## src/rtl/adc_frame_packer.sv

```systemverilog
// -----------------------------------------------------------------------------
// adc_frame_packer
//   Collects ADC sample bytes into a frame buffer. When the frame fills, or the
//   caller flushes a partial frame, it sends the frame as a byte stream:
//     SYNC0, SYNC1, seq, count, sample[0..count-1], csum
//   csum = (seq + count + sum of samples) mod 256.
//   seq increments after each completed frame. A host uses seq to detect lost
//   frames and csum to detect corrupt ones.
//
// Ports
//   clk      in   system clock
//   reset    in   synchronous, active-high reset
//   s_data   in   [7:0] ADC sample byte
//   s_valid  in   s_data valid
//   s_ready  out  sample accepted this cycle when s_valid=1
//   flush    in   pulse: close the current partial frame
//   m_data   out  [7:0] byte to the UART transmitter
//   m_valid  out  m_data valid
//   m_ready  in   UART transmitter accepts m_data this cycle
//   busy     out  a frame is being transmitted
//   ovf      out  sticky: a sample was offered while s_ready=0
// -----------------------------------------------------------------------------
module adc_frame_packer #(
    parameter int         FRAME_LEN = 16,
    parameter logic [7:0] SYNC0     = 8'hA5,
    parameter logic [7:0] SYNC1     = 8'h5A
) (
    input  logic       clk,
    input  logic       reset,
    input  logic [7:0] s_data,
    input  logic       s_valid,
    output logic       s_ready,
    input  logic       flush,
    output logic [7:0] m_data,
    output logic       m_valid,
    input  logic       m_ready,
    output logic       busy,
    output logic       ovf
);

    localparam int         IDX_W       = (FRAME_LEN > 1) ? $clog2(FRAME_LEN) : 1;
    localparam logic [7:0] FRAME_LEN_B = 8'(FRAME_LEN);

    localparam logic [2:0] FILL = 3'd0;
    localparam logic [2:0] HDR0 = 3'd1;
    localparam logic [2:0] HDR1 = 3'd2;
    localparam logic [2:0] SEQ  = 3'd3;
    localparam logic [2:0] LEN  = 3'd4;
    localparam logic [2:0] DATA = 3'd5;
    localparam logic [2:0] CSUM = 3'd6;

    logic [2:0] state;
    logic [7:0] count;
    logic [7:0] seq;
    logic [7:0] idx;
    logic [7:0] acc;
    logic [7:0] frame_buf [FRAME_LEN];

    logic       accept;
    logic       close;
    logic       xfer;
    logic [7:0] count_inc;
    logic [7:0] sample_sum;
    logic [7:0] idx_nxt;

    assign s_ready = (state == FILL) && (count < FRAME_LEN_B);
    assign busy    = (state != FILL);
    assign accept  = s_valid && s_ready;
    assign xfer    = m_valid && m_ready;
    assign idx_nxt = idx + 8'd1;

    always_comb begin
        count_inc  = count + {7'd0, accept};
        sample_sum = acc + (accept ? s_data : 8'd0);
        // A flush only closes a frame that would contain at least one sample.
        close      = (state == FILL) &&
                     ((accept && (count_inc == FRAME_LEN_B)) ||
                      (flush && ((count != 8'd0) || accept)));
    end

    // Sample storage carries no reset: stale contents are never transmitted
    // because count is cleared by reset and at frame completion.
    always_ff @(posedge clk) begin
        if (accept)
            frame_buf[count[IDX_W-1:0]] <= s_data;
    end

    always_ff @(posedge clk) begin
        if (reset) begin
            state   <= FILL;
            count   <= 8'd0;
            seq     <= 8'd0;
            idx     <= 8'd0;
            acc     <= 8'd0;
            m_valid <= 1'b0;
            m_data  <= 8'd0;
            ovf     <= 1'b0;
        end else begin
            if (s_valid && !s_ready)
                ovf <= 1'b1;

            case (state)
                FILL: begin
                    if (accept) begin
                        count <= count_inc;
                        acc   <= sample_sum;
                    end
                    if (close) begin
                        // Seed the checksum with the header fields it covers.
                        acc     <= sample_sum + seq + count_inc;
                        state   <= HDR0;
                        m_valid <= 1'b1;
                        m_data  <= SYNC0;
                    end
                end
                HDR0: if (xfer) begin
                    state  <= HDR1;
                    m_data <= SYNC1;
                end
                HDR1: if (xfer) begin
                    state  <= SEQ;
                    m_data <= seq;
                end
                SEQ: if (xfer) begin
                    state  <= LEN;
                    m_data <= count;
                end
                LEN: if (xfer) begin
                    // count >= 1 here: empty frames are never started.
                    state  <= DATA;
                    idx    <= 8'd0;
                    m_data <= frame_buf[0];
                end
                DATA: if (xfer) begin
                    if (idx == count - 8'd1) begin
                        state  <= CSUM;
                        m_data <= acc;
                    end else begin
                        idx    <= idx_nxt;
                        m_data <= frame_buf[idx_nxt[IDX_W-1:0]];
                    end
                end
                CSUM: if (xfer) begin
                    state   <= FILL;
                    m_valid <= 1'b0;
                    m_data  <= 8'd0;
                    count   <= 8'd0;
                    acc     <= 8'd0;
                    seq     <= seq + 8'd1;
                end
                default: begin
                    state   <= FILL;
                    m_valid <= 1'b0;
                end
            endcase
        end
    end

endmodule

```

## config.mk

```make
export PLATFORM = sky130hd
export DESIGN_NAME = adc_frame_packer
export DESIGN_NICKNAME = d
export VERILOG_FILES = /design/src/rtl/adc_frame_packer.sv
export SDC_FILE = /design/constraint.sdc
export NUM_CORES = 1
export LEC_CHECK = 0
export ABC_AREA = 1
export CAP_MARGIN = 10
export CORE_ASPECT_RATIO = 1.4
export CORE_UTILIZATION = 30
export CTS_BUF_LIST = sky130_fd_sc_hd__clkbuf_16
export DETAILED_ROUTE_END_ITERATION = 6
export GPL_TIMING_DRIVEN = 0
export SETUP_SLACK_MARGIN = 0.5
export SKIP_CTS_REPAIR_TIMING = 1
export SYNTH_ARGS = -nofsm -noshare
export SYNTH_HDL_FRONTEND = slang
export SYNTH_SLANG_ARGS = --single-unit
```

## constraint.sdc

```tcl
create_clock -name clk -period 8.4 [get_ports clk]
set_input_delay 1.68 -clock clk [delete_from_list [all_inputs] [get_ports clk]]
set_output_delay 1.68 -clock clk [all_outputs]
set_load 0.05 [all_outputs]
```

==> metrics.txt <==
# TYPE chip_impl_metric gauge
chip_impl_metric{name="finalSetupViolations",unit=""} 0
chip_impl_metric{name="cp.required",unit="ns"} 8.71
chip_impl_info{name="critPathCaptureType",value="flip-flop"} 1
chip_impl_metric{name="hold_violations",unit=""} 0
chip_impl_metric{name="fin_util",unit=""} 0.348
chip_impl_metric{name="max_freq",unit="GHz"} 0.178
chip_impl_info{name="tritoncts_clock_tree",value="yes"} 1
chip_impl_metric{name="yosys.area_share.adder",unit=""} 0.0514
chip_impl_metric{name="cts_buffers",unit=""} 17
chip_impl_metric{name="final.setup_skew",unit="ns"} 0.0130
chip_impl_metric{name="synth_compound_gate_area_share",unit=""} 0.0927
chip_impl_metric{name="drt_iter0_drc",unit=""} 529
chip_impl_metric{name="detail_routed_net_length_per_standard_cell",unit="um"} 17.2
chip_impl_metric{name="post-route-period-util",unit=""} 0.668
chip_impl_info{name="clockRootBuffer",value="sky130_fd_sc_hd__clkbuf_16"} 1
chip_impl_metric{name="cts_sinks",unit=""} 173
chip_impl_info{name="rsz_0062_raised_after_global_routing",value="false"} 1
chip_impl_metric{name="finish.net_count",unit=""} 1064
chip_impl_metric{name="finalInstanceArea",unit="mm^2"} 0.0101
chip_impl_metric{name="synth-edff-count",unit=""} 128
chip_impl_info{name="timing.hold.worst.class",value="flip-flop to flip-flop"} 1
chip_impl_metric{name="placed_cells_incl_taps",unit=""} 1381
chip_impl_metric{name="post_synth_inst_count",unit=""} 978
chip_impl_metric{name="boundaryPins",unit=""} 25
chip_impl_metric{name="final_weighted_congestion_in_routability_driven_placement",unit=""} 0.900
chip_impl_metric{name="grt_overflow_total",unit=""} 0
chip_impl_metric{name="critical_path_depth",unit=""} 22
chip_impl_metric{name="ctsLongestPathBuffers",unit=""} 2
chip_impl_metric{name="grt_antenna_before_repair",unit=""} 0
chip_impl_info{name="timing.critical_path.cells",value="clkdlybuf4s50_1 -> nand2_4 -> buf_1 -> nor2_1 -> ha_1 -> inv_1 -> fa_1 -> o21ai_0 -> xnor2_1 -> fa_1 -> inv_1 -> ha_1 -> a21oi_1 -> o21ai_0 -> nand2_1 -> nand2_1 -> a21oi_1 -> inv_1 -> nand3_1 -> nand3_1 -> nand2_1 -> a21oi_1"} 1
chip_impl_metric{name="synth_simple_gate_area_frac",unit=""} 0.238
chip_impl_info{name="critical-path-top-delay-family",value="adder cells"} 1
chip_impl_info{name="timing.critical_path.from_type",value="input port"} 1
chip_impl_info{name="setup_cp_type",value="input port to flip-flop"} 1
chip_impl_metric{name="power.switching_fraction",unit=""} 0.345
chip_impl_metric{name="min_delay_path_depth",unit=""} 2
chip_impl_metric{name="fin_tns_setup",unit="ns"} 0
chip_impl_metric{name="via_per_inst",unit=""} 4.91
chip_impl_metric{name="synthesis.nets",unit=""} 1022
chip_impl_metric{name="clock_network_latency_to_the_later_pin_of_the_worst_skew_pair",unit="ns"} 0.45
chip_impl_metric{name="cp.buffers_inverters",unit=""} 5
chip_impl_metric{name="power_report.internal_total",unit="mW"} 1.59
chip_impl_metric{name="design.die.area",unit="mm^2"} 0.0302
chip_impl_metric{name="first_pass_iters",unit=""} 7
chip_impl_metric{name="finalCriticalPeriod",unit="ns"} 5.61
chip_impl_info{name="timing.critical_path.slowest_stage_cell",value="sky130_fd_sc_hd__clkdlybuf4s50_1"} 1
chip_impl_metric{name="cell_count_final_fillers_out",unit=""} 1413
chip_impl_metric{name="mappedNetlistArea",unit="mm^2"} 0.00886
chip_impl_metric{name="grt_pass1_wl",unit="um"} 37800
chip_impl_metric{name="power.combinational.fraction",unit=""} 0.280
chip_impl_metric{name="irDropWorstVdd",unit="mV"} 0.137
chip_impl_info{name="outcome",value="completed"} 1
chip_impl_metric{name="clockPowerShare",unit=""} 0.307
chip_impl_metric{name="fp-row-count",unit=""} 74
chip_impl_metric{name="die_y",unit="um"} 205
chip_impl_metric{name="leakagePower",unit="nW"} 3.92
chip_impl_metric{name="diodes_inserted",unit=""} 0
chip_impl_metric{name="grt_start_max_net_pins",unit=""} 20
chip_impl_metric{name="critical_path_peak_fanout",unit=""} 10
chip_impl_metric{name="vias",unit=""} 6938
chip_impl_metric{name="largest_stage_delay_on_the_critical_path",unit="ns"} 0.59
chip_impl_metric{name="seq_power_share",unit=""} 0.413
chip_impl_metric{name="ant_nets",unit=""} 0
chip_impl_metric{name="dp_hpwl",unit="um"} 18000
chip_impl_metric{name="placed_area",unit="mm^2"} 0.00956
chip_impl_metric{name="slew_headroom",unit=""} 0.322
chip_impl_metric{name="totalWireLength",unit="um"} 24200
chip_impl_metric{name="placement.io_buffers",unit=""} 23
chip_impl_metric{name="post-route-drc-count",unit=""} 0
chip_impl_metric{name="yosys_warnings",unit=""} 0
chip_impl_metric{name="postSynth.asyncResetShare",unit=""} 0
chip_impl_metric{name="area_inside_the_core_boundary",unit="mm^2"} 0.0291
chip_impl_metric{name="number_of_slew_limit_violations_in_the_final_report",unit=""} 0
chip_impl_metric{name="synthDistinctLibCells",unit=""} 41
chip_impl_metric{name="max-cap-violations",unit=""} 0
chip_impl_metric{name="synth.avg_cell_area",unit="um^2"} 9.06
chip_impl_info{name="synth_top_family_by_area",value="simple AND/OR/NAND/NOR gates"} 1
chip_impl_metric{name="synth-seq-area-share",unit=""} 0.536
chip_impl_info{name="synth_top_flop_cell",value="sky130_fd_sc_hd__edfxtp_1"} 1
chip_impl_metric{name="worst-slew-pin-transition",unit="ns"} 1.01
chip_impl_metric{name="htreeDepth",unit=""} 4
chip_impl_metric{name="switching_power_summed_over_all_nets",unit="mW"} 0.835
chip_impl_metric{name="clkSlewWorstSetupHoldPaths",unit="ns"} 0.07
chip_impl_metric{name="ff2ff_path_depth",unit=""} 24
chip_impl_metric{name="areaGrowthSynthToFinish",unit="%"} 14.2
chip_impl_metric{name="start_util",unit=""} 0.305
chip_impl_metric{name="timing.critical_path.arrival",unit="ns"} 5.92
chip_impl_metric{name="die_span_in_x",unit="um"} 147
chip_impl_metric{name="first_global_vias",unit=""} 6836
chip_impl_metric{name="power-per-cell-area",unit="mW/mm^2"} 240
chip_impl_metric{name="post_synth_xor_area_fraction",unit=""} 0.0246
chip_impl_metric{name="gr-usage-all-layers",unit=""} 0.169
chip_impl_metric{name="ys_ff_latch",unit=""} 173
chip_impl_metric{name="synth.area.mux_share",unit=""} 0
chip_impl_metric{name="layout-drive-gt1-share",unit=""} 0.0833
routing by layer:
metal,share of wire,vias to the layer above,GRT usage
met5,0,-,0
met4,0.060,0,0.118
met3,0.039,71,0.0279
met2,0.52,192,0.300
met1,0.39,3277,0.183
li1,-,3398,-
cells in the final DEF (no fill, tap or decap), types with 5 or more instances in the layout:
master and instances:
sky130_fd_sc_hd__a21oi_1 67, sky130_fd_sc_hd__a22oi_1 8, sky130_fd_sc_hd__a31oi_1 5, sky130_fd_sc_hd__buf_2 6, sky130_fd_sc_hd__clkbuf_1 21, sky130_fd_sc_hd__clkbuf_16 17, sky130_fd_sc_hd__clkdlybuf4s50_1 23, sky130_fd_sc_hd__dfxtp_1 45
sky130_fd_sc_hd__edfxtp_1 128, sky130_fd_sc_hd__fa_1 9, sky130_fd_sc_hd__ha_1 22, sky130_fd_sc_hd__inv_1 82, sky130_fd_sc_hd__inv_2 12, sky130_fd_sc_hd__nand2_1 238, sky130_fd_sc_hd__nand2_2 8, sky130_fd_sc_hd__nand3_1 92
sky130_fd_sc_hd__nand4_1 17, sky130_fd_sc_hd__nor2_1 86, sky130_fd_sc_hd__nor2_2 7, sky130_fd_sc_hd__nor3_1 8, sky130_fd_sc_hd__o21ai_0 29, sky130_fd_sc_hd__o21ai_1 15, sky130_fd_sc_hd__o21ai_2 5, sky130_fd_sc_hd__o22ai_1 12
sky130_fd_sc_hd__xnor2_1 5, sky130_fd_sc_hd__xor2_1 18
through the flow:
| step | hold slack (ns) | worst slack, ns | power (mW) |
|---|---|---|---|
| final | 0.453 | 2.79 | 2.42 |
| after global routing | 0.478 | 2.42 | 2.54 |
| after CTS | 0.454 | 2.80 | 2.43 |
| after detailed placement | 0.443 | 2.35 | 1.69 |
| after global placement | 0.437 | 2.40 | 1.68 |
| after floorplan | 0.457 | 3.56 | 1.50 |
state kept, by name (all words and copies together) (netlist names):
| register | cells |
|---|---|
| m_valid | 1 |
| frame_buf | 128 |
| idx | 8 |
| seq | 8 |
| m_data | 8 |
| acc | 8 |
| ovf | 1 |
| count | 8 |
| state | 3 |
power groups by stage:
stage / sequential, mW / combinational, mW / clock [mW]
floorplan: 1.06 / 0.444 / 0
global placement: 1.02 / 0.668 / 0
detailed placement: 1.02 / 0.674 / 0
CTS: 1.00 / 0.676 / 0.757
global route: 1.00 / 0.749 / 0.790
finish: 1.00 / 0.679 / 0.745
cells by family after synthesis:
kind of cell               count (synthesis)
buffers and inverters                    127
and+or+nand+nor                          475
adders and majority gates                 31
AOI/OAI and AO/OA                        148
DFF                                      173
xor gates and xnor gates                  24
worst paths after layout:
| kind | start | end | slack [ns] |
|---|---|---|---|
| worst max register to register | count[4] | acc[7] | 3.74 |
| worst min-delay path | ovf | ovf | 0.45 |
| worst max-delay path | s_valid | acc[7] | 2.79 |
| worst min register to register | ovf | ovf | 0.45 |
cells in the mapped netlist (8+ instances only):
| cell type | number | area [um^2] |
|---|---|---|
| sky130_fd_sc_hd__a21oi_1 | 67 | 335 |
| sky130_fd_sc_hd__a22oi_1 | 8 | 60.1 |
| sky130_fd_sc_hd__clkbuf_1 | 21 | 78.8 |
| sky130_fd_sc_hd__dfxtp_1 | 45 | 901 |
| sky130_fd_sc_hd__edfxtp_1 | 128 | 3840 |
| sky130_fd_sc_hd__fa_1 | 9 | 180 |
| sky130_fd_sc_hd__ha_1 | 22 | 275 |
| sky130_fd_sc_hd__inv_1 | 79 | 297 |
| sky130_fd_sc_hd__inv_2 | 12 | 45.0 |
| sky130_fd_sc_hd__nand2_1 | 238 | 893 |
| sky130_fd_sc_hd__nand2_2 | 8 | 50.1 |
| sky130_fd_sc_hd__nand3_1 | 92 | 460 |
| sky130_fd_sc_hd__nand4_1 | 17 | 106 |
| sky130_fd_sc_hd__nor2_1 | 86 | 323 |
| sky130_fd_sc_hd__nor3_1 | 8 | 40.0 |
| sky130_fd_sc_hd__o21ai_0 | 29 | 145 |
| sky130_fd_sc_hd__o21ai_1 | 15 | 75.1 |
| sky130_fd_sc_hd__o22ai_1 | 12 | 75.1 |
| sky130_fd_sc_hd__xor2_1 | 18 | 158 |
worst reg2reg max path, stage by stage, from the launching register on:
cell                      delay [ns]
sky130_fd_sc_hd__dfxtp_1        0.35
sky130_fd_sc_hd__nor2_1         0.22
sky130_fd_sc_hd__nand2_2        0.18
sky130_fd_sc_hd__nor2_8         0.16
sky130_fd_sc_hd__nand2_4        0.11
sky130_fd_sc_hd__buf_1          0.32
sky130_fd_sc_hd__nor2_1         0.18
sky130_fd_sc_hd__ha_1           0.19
sky130_fd_sc_hd__inv_1          0.05
sky130_fd_sc_hd__fa_1           0.40
sky130_fd_sc_hd__o21ai_0        0.33
sky130_fd_sc_hd__xnor2_1        0.19
sky130_fd_sc_hd__fa_1           0.51
sky130_fd_sc_hd__inv_1          0.05
sky130_fd_sc_hd__ha_1           0.34
sky130_fd_sc_hd__a21oi_1        0.15
sky130_fd_sc_hd__o21ai_0        0.16
sky130_fd_sc_hd__nand2_1        0.10
sky130_fd_sc_hd__nand2_1        0.05
sky130_fd_sc_hd__a21oi_1        0.16
sky130_fd_sc_hd__inv_1          0.06
sky130_fd_sc_hd__nand3_1        0.07
sky130_fd_sc_hd__nand3_1        0.07
sky130_fd_sc_hd__nand2_1        0.07
sky130_fd_sc_hd__a21oi_1        0.05
area by class of cell:
type / instances / area, um^2
fillers: 2996 / 19000
clock inverters: 15 / 123
inverters: 94 / 355
repair buffers: 23 / 230
multi-input cells: 678 / 3600
flip-flops and latches: 173 / 4740
well taps: 380 / 475
clock buffers: 17 / 425
plain buffers: 33 / 154
(Power assumes the default switching activity.)
